<file path="src/rtl/serial_rx_pkg.sv">
// serial_rx_pkg: state type and framing helpers for serial_rx_frame.
// frame_len() is shared with benches.
package serial_rx_pkg;

  localparam int STATE_W = 3;

  typedef enum logic [STATE_W-1:0] {
    S_IDLE = 3'd0,
    S_DATA = 3'd1,
    S_PAR  = 3'd2,
    S_STOP = 3'd3,
    S_DONE = 3'd4,
    S_ERR  = 3'd5
  } rx_state_t;

  // Line bits per frame: start + data + optional parity + stops.
  function automatic int frame_len(
    input int data_w,
    input int stop_bits,
    input int par
  );
    return 1 + data_w + par + stop_bits;
  endfunction

endpackage

</file>
<file path="src/rtl/serial_rx_frame.sv">
// serial_rx_frame: one-bit-per-clock serial frame receiver.
// Optional parity bit enabled by defining SERIAL_RX_PARITY_EN.
module serial_rx_frame
  import serial_rx_pkg::*;
#(
  parameter int DATA_W     = 8,
  parameter int STOP_BITS  = 1,
  parameter int MSB_FIRST  = 0,
  parameter int PARITY_ODD = 0
) (
  input  logic              clk,
  input  logic              reset,
  input  logic              in,
  output logic [DATA_W-1:0] out_byte,
  output logic              done,
  output logic              frame_err,
  output logic              parity_err,
  output logic              busy
);

  localparam int CNT_W =
    (DATA_W > 1) ? $clog2(DATA_W) : 1;
  localparam logic [CNT_W-1:0] CNT_LAST =
    CNT_W'(DATA_W - 1);
  localparam logic STOP_LAST = (STOP_BITS > 1);

  rx_state_t         state;
  logic [CNT_W-1:0]  bit_cnt;
  logic              stop_cnt;
  logic [DATA_W-1:0] data;
  logic [CNT_W-1:0]  bit_pos;
  logic              start;
  logic              last_stop;
  logic              par_ok;

  // A 0 seen while idle or just after a frame is a start bit.
  assign start = ((state == S_IDLE) || (state == S_DONE)) && !in;

  // Final stop bit sampled as 1: the frame completes on this edge.
  assign last_stop = (state == S_STOP) && in &&
                     (stop_cnt == STOP_LAST);

  assign busy = (state != S_IDLE) && (state != S_ERR);

  // Word position written by the current data bit.
  always_comb begin
    bit_pos = bit_cnt;
    if (MSB_FIRST != 0) bit_pos = CNT_LAST - bit_cnt;
  end

  // Frame FSM with shifter, bit/stop counters and output strobes.
  always_ff @(posedge clk) begin
    if (reset) begin
      state     <= S_IDLE;
      bit_cnt   <= '0;
      stop_cnt  <= 1'b0;
      data      <= '0;
      out_byte  <= '0;
      done      <= 1'b0;
      frame_err <= 1'b0;
    end else begin
      done      <= 1'b0;
      frame_err <= 1'b0;
      unique case (state)
        S_IDLE: begin
          if (start) begin
            state   <= S_DATA;
            bit_cnt <= '0;
          end
        end
        S_DATA: begin
          data[bit_pos] <= in;
          if (bit_cnt == CNT_LAST) begin
            stop_cnt <= 1'b0;
`ifdef SERIAL_RX_PARITY_EN
            state    <= S_PAR;
`else
            state    <= S_STOP;
`endif
          end else begin
            bit_cnt <= bit_cnt + 1'b1;
          end
        end
        S_PAR: begin
          state <= S_STOP;
        end
        S_STOP: begin
          if (!in) begin
            state     <= S_ERR;
            frame_err <= 1'b1;
          end else if (last_stop) begin
            state <= S_DONE;
            done  <= par_ok;
            if (par_ok) out_byte <= data;
          end else begin
            stop_cnt <= 1'b1;
          end
        end
        S_DONE: begin
          if (start) begin
            state   <= S_DATA;
            bit_cnt <= '0;
          end else begin
            state <= S_IDLE;
          end
        end
        S_ERR: begin
          if (in) state <= S_IDLE;
        end
        default: begin
          state <= S_IDLE;
        end
      endcase
    end
  end

`ifdef SERIAL_RX_PARITY_EN
  localparam logic ODD = (PARITY_ODD != 0);

  logic par_acc;
  logic par_bad;

  // Running parity of data bits; mismatch latched in PAR.
  always_ff @(posedge clk) begin
    if (reset) begin
      par_acc    <= 1'b0;
      par_bad    <= 1'b0;
      parity_err <= 1'b0;
    end else begin
      parity_err <= last_stop && par_bad;
      if (start) begin
        par_acc <= 1'b0;
      end else if (state == S_DATA) begin
        par_acc <= par_acc ^ in;
      end
      if (state == S_PAR) begin
        par_bad <= in ^ par_acc ^ ODD;
      end
    end
  end

  assign par_ok = !par_bad;
`else
  logic unused_par_odd;

  assign unused_par_odd = (PARITY_ODD != 0);
  assign par_ok         = 1'b1;
  assign parity_err     = 1'b0;
`endif

endmodule

</file>
<file path="config.mk">
export PLATFORM = sky130hd
export DESIGN_NAME = serial_rx_frame
export DESIGN_NICKNAME = d
export VERILOG_FILES = /design/src/rtl/serial_rx_pkg.sv /design/src/rtl/serial_rx_frame.sv
export SDC_FILE = /design/constraint.sdc
export NUM_CORES = 1
export LEC_CHECK = 0
export BUFFER_PORTS_ARGS = -buffer_cell sky130_fd_sc_hd__buf_4
export CORE_MARGIN = 2
export CORE_UTILIZATION = 59
export DETAILED_ROUTE_END_ITERATION = 16
export PLACE_DENSITY = 0.81
export SETUP_SLACK_MARGIN = 0.2
export SLEW_MARGIN = 20
export SYNTH_ARGS = -nofsm -noshare
export SYNTH_HDL_FRONTEND = slang
export SYNTH_SLANG_ARGS = --single-unit
</file>
<file path="constraint.sdc">
create_clock -name clk -period 2.6 [get_ports clk]
set_input_delay 0 -clock clk [delete_from_list [all_inputs] [get_ports clk]]
set_output_delay 0 -clock clk [all_outputs]
set_load 0.03 [all_outputs]
</file>
==> results.md <==
* Largest net degree at the start of global routing at 28
* Cts bufs inserted at 3
* Pwr Total at 642.7 uW
* Min Tclk post-route at 1.565 ns
* Starting density of the core at 0.6159
* Endpoints failing setup at 0
* Comb power frac at 0.105
* DRT Wirelength at 2137 um
* DR vias at 864
* Reg2reg start: bit_cnt[0]
* I/O pin count at 15
* Slowest cell on crit path: dfxtp_1
* Status: finished, final reports clean
* Post-synthesis sequential area ratio at 0.4228
* Clock Latency Late Sink at 0.31 ns
* CTS H-tree lvls at 1
* Crit path from: bit_cnt[0]
* Number of diodes at 0
* Slew Limit Fails at 0
* Element type at the critical path start: flip-flop
* Maximum VDD drop at 0.3863 mV
* Skew final at 0.001971 ns
* Final hold vios at 0
* Critical path cell sequence: ha_1 -> ha_1 -> nor2_1 -> a311oi_2 -> mux2_1
* TNS Setup at 0 ns
* RSZ-0062 raised after global routing: no
* CP Capture Type: flip-flop
* Slew HR at 0.5908
* Clock Tree Buf Depth at 2
* Drt pass-1 iters at 4
* Post-CTS sizing at 0
* CP max stage delay at 0.46 ns
* Root buffer cell: clkbuf_4
* # nets final at 131
* Fillcell total at 159
* Core Region at 0.001922 mm^2
* Achievable frequency at 0.6391 GHz
* Clk slew on worst S/H paths at 0.13 ns
* RD Place Congestion at 0.7634
* I/O Buffers at 13
* GRT Total Usage at 0.2028
* Share of layout cells above drive strength 1 at 0.1920
* Hold Path Origin: reset
* Initial antenna violation count at 0
* Initial DRC count at 10
* Yosys cell types at 33
* Vias in the first global route at 831
* Mapped cell area at 0.001184 mm^2
* Required time of the critical path at 2.86 ns
* TritonCTS clock tree: yes
* Via/cell ratio at 5.684
* Worst min-delay path category: in2reg
* Part of the power in the clock network at 0.259
* Die X-Extent at 48.79 um
* Critical path class: reg2reg
* Clock tree sinks at 25
* Syn-to-layout area delta at 9.408%
* Crit path DAT at 1.83 ns
* First-pass GRT wire length at 3801 um
* Sw Pwr at 157.7 uW
* Crit-path most repeated cell: ha_1
* Avg Synthesized Cell Area at 10.20 um^2
* WL per Instance at 14.06 um
* Synth Instances at 116
* Final ANT Viol Nets at 0
* Max cap viols at 0
* Final period utilization at 0.6018
* Seq cells post-synth at 25
* Grt ovf at 0
* Sequential power share at 0.636
* Number of remaining DRC errors at 0
* Net count after synthesis at 121
* Net Sw Frac at 0.2454
* Worst slew pin tran at 0.6130 ns
* P_int at 485.0 uW
* Die H at 48.79 um
* Row count at 16
* P per Cell Area at 496.3 mW/mm^2
* Final HPWL DP at 1479 um
* Syn. warnings at 0
* Leak at 0.5702 nW
* Die area at 0.002380 mm^2
* CP max FO at 6
through the flow:
| step | worst slack [ns] | instance area (um^2) | hold WS (ns) | instances | util |
|---|---|---|---|---|---|
| floorplan | 1.213 | 1184 | 0.2763 | 116 | - |
| global placement | 1.141 | 1259 | 0.2621 | 147 | 0.6549 |
| detailed placement | 1.090 | 1259 | 0.2629 | 147 | 0.6549 |
| CTS | 1.047 | 1295 | 0.02177 | 152 | 0.6738 |
| global route | 0.9317 | 1295 | 0.05616 | 152 | 0.6738 |
| finish | 1.035 | 1295 | 0.02986 | 152 | 0.6738 |
placed cells by master, fill, tap and decap left out, types with 2 or more instances in the layout:
cell type,n
clkbuf_4,3
nand2_1,3
nand3_1,4
nor3_1,3
ha_1,2
a21oi_1,3
nor4_2,2
nor2_1,2
buf_4,13
nor2b_1,2
nor3b_2,3
mux2i_1,16
dfxtp_1,25
nand2b_1,20
inv_1,2
nor4_1,3
a311oi_1,2
a22o_1,2
area by class of cell:
type                    count  area (um^2)  share of cell area
well taps                  27        33.78             0.02609
clock buffers               4        26.28             0.02029
inverters                   3        11.26            0.008696
repair buffers             14        107.6             0.08309
multi-input cells          79        615.6              0.4754
flip-flops and latches     25        500.5              0.3865
worst paths after layout:
path	endpoint	depth (start not counted)	slack (ns)
min	done	2	0.03
max reg2reg	bit_cnt[0]	5	1.04
min reg2reg	stop_cnt	2	0.49
max	bit_cnt[0]	5	1.04
state kept, by name, indices dropped and copies added (netlist names):
| register | cells |
|---|---|
| frame_err | 1 |
| state | 3 |
| done | 1 |
| out_byte | 8 |
| bit_cnt | 3 |
| stop_cnt | 1 |
| data | 8 |
synth_stat cells:
master | count | area [um^2]
a2111oi_1 | 1 | 10.01
a21oi_1 | 3 | 15.01
a22o_1 | 2 | 17.52
a311o_1 | 1 | 10.01
a311oi_1 | 2 | 17.52
a311oi_2 | 1 | 15.01
and3_1 | 1 | 6.260
buf_2 | 3 | 15.01
buf_4 | 1 | 7.510
buf_6 | 2 | 22.52
clkbuf_1 | 3 | 11.26
conb_1 | 1 | 3.750
dfxtp_1 | 25 | 500.5
ha_1 | 2 | 25.02
inv_1 | 2 | 7.510
inv_2 | 1 | 3.750
mux2_1 | 1 | 11.26
mux2i_1 | 16 | 160.2
nand2_1 | 3 | 11.26
nand2b_1 | 20 | 125.1
nand3_1 | 4 | 20.02
nand3_2 | 1 | 10.01
nand3b_1 | 1 | 7.510
nand4b_1 | 1 | 8.760
nor2_1 | 2 | 7.510
nor2b_1 | 2 | 12.51
nor3_1 | 3 | 15.01
nor3b_2 | 3 | 37.54
nor4_1 | 3 | 18.77
nor4_2 | 2 | 25.02
o21a_1 | 1 | 7.510
xnor2_1 | 1 | 8.760
xor2_1 | 1 | 8.760
worst max-delay path: cells and delay by family, from the launching register on:
| kind | cells | cell delay, ns |
|---|---|---|
| flip-flops | 1 | 0.46 |
| adder cells (fa/ha/maj) | 2 | 0.40 |
| AO/OA/AOI/OAI | 1 | 0.40 |
| multiplexers | 1 | 0.19 |
| AND/OR/NAND/NOR | 1 | 0.07 |
power by group through the flow:
| stage | clock [mW] | sequential (mW) | combinational (mW) |
|---|---|---|---|
| floorplan | 0 | 0.410 | 0.0609 |
| global placement | 0 | 0.416 | 0.0640 |
| detailed placement | 0 | 0.417 | 0.0667 |
| CTS | 0.171 | 0.408 | 0.0680 |
| global route | 0.188 | 0.411 | 0.0753 |
| finish | 0.166 | 0.409 | 0.0676 |
repair_timing:
item / CTS / global route
buffers inserted: 0 / 0
hold endpoints to repair: 1 / 0
hold buffers: 1 / 0
per-layer routing:
metal	track usage	wire length [um]	share of wire
met5	0	0	0
met4	0.05714	10	0.0047
met3	0.03681	78	0.036
met2	0.3402	1084	0.51
met1	0.2677	965	0.45
kinds of logic after synthesis:
kind of cell | after synthesis | share of synthesized area
AO/OA/AOI/OAI | 11 | 0.07823
XOR/XNOR | 2 | 0.01480
adder cells (fa/ha/maj) | 2 | 0.02114
AND/OR/NAND/NOR | 46 | 0.2579
buffers and inverters | 12 | 0.05708
other | 1 | 0.003168
multiplexers | 17 | 0.1448
flip-flops | 25 | 0.4228
Note: power is estimated with default switching activity, not from simulation.
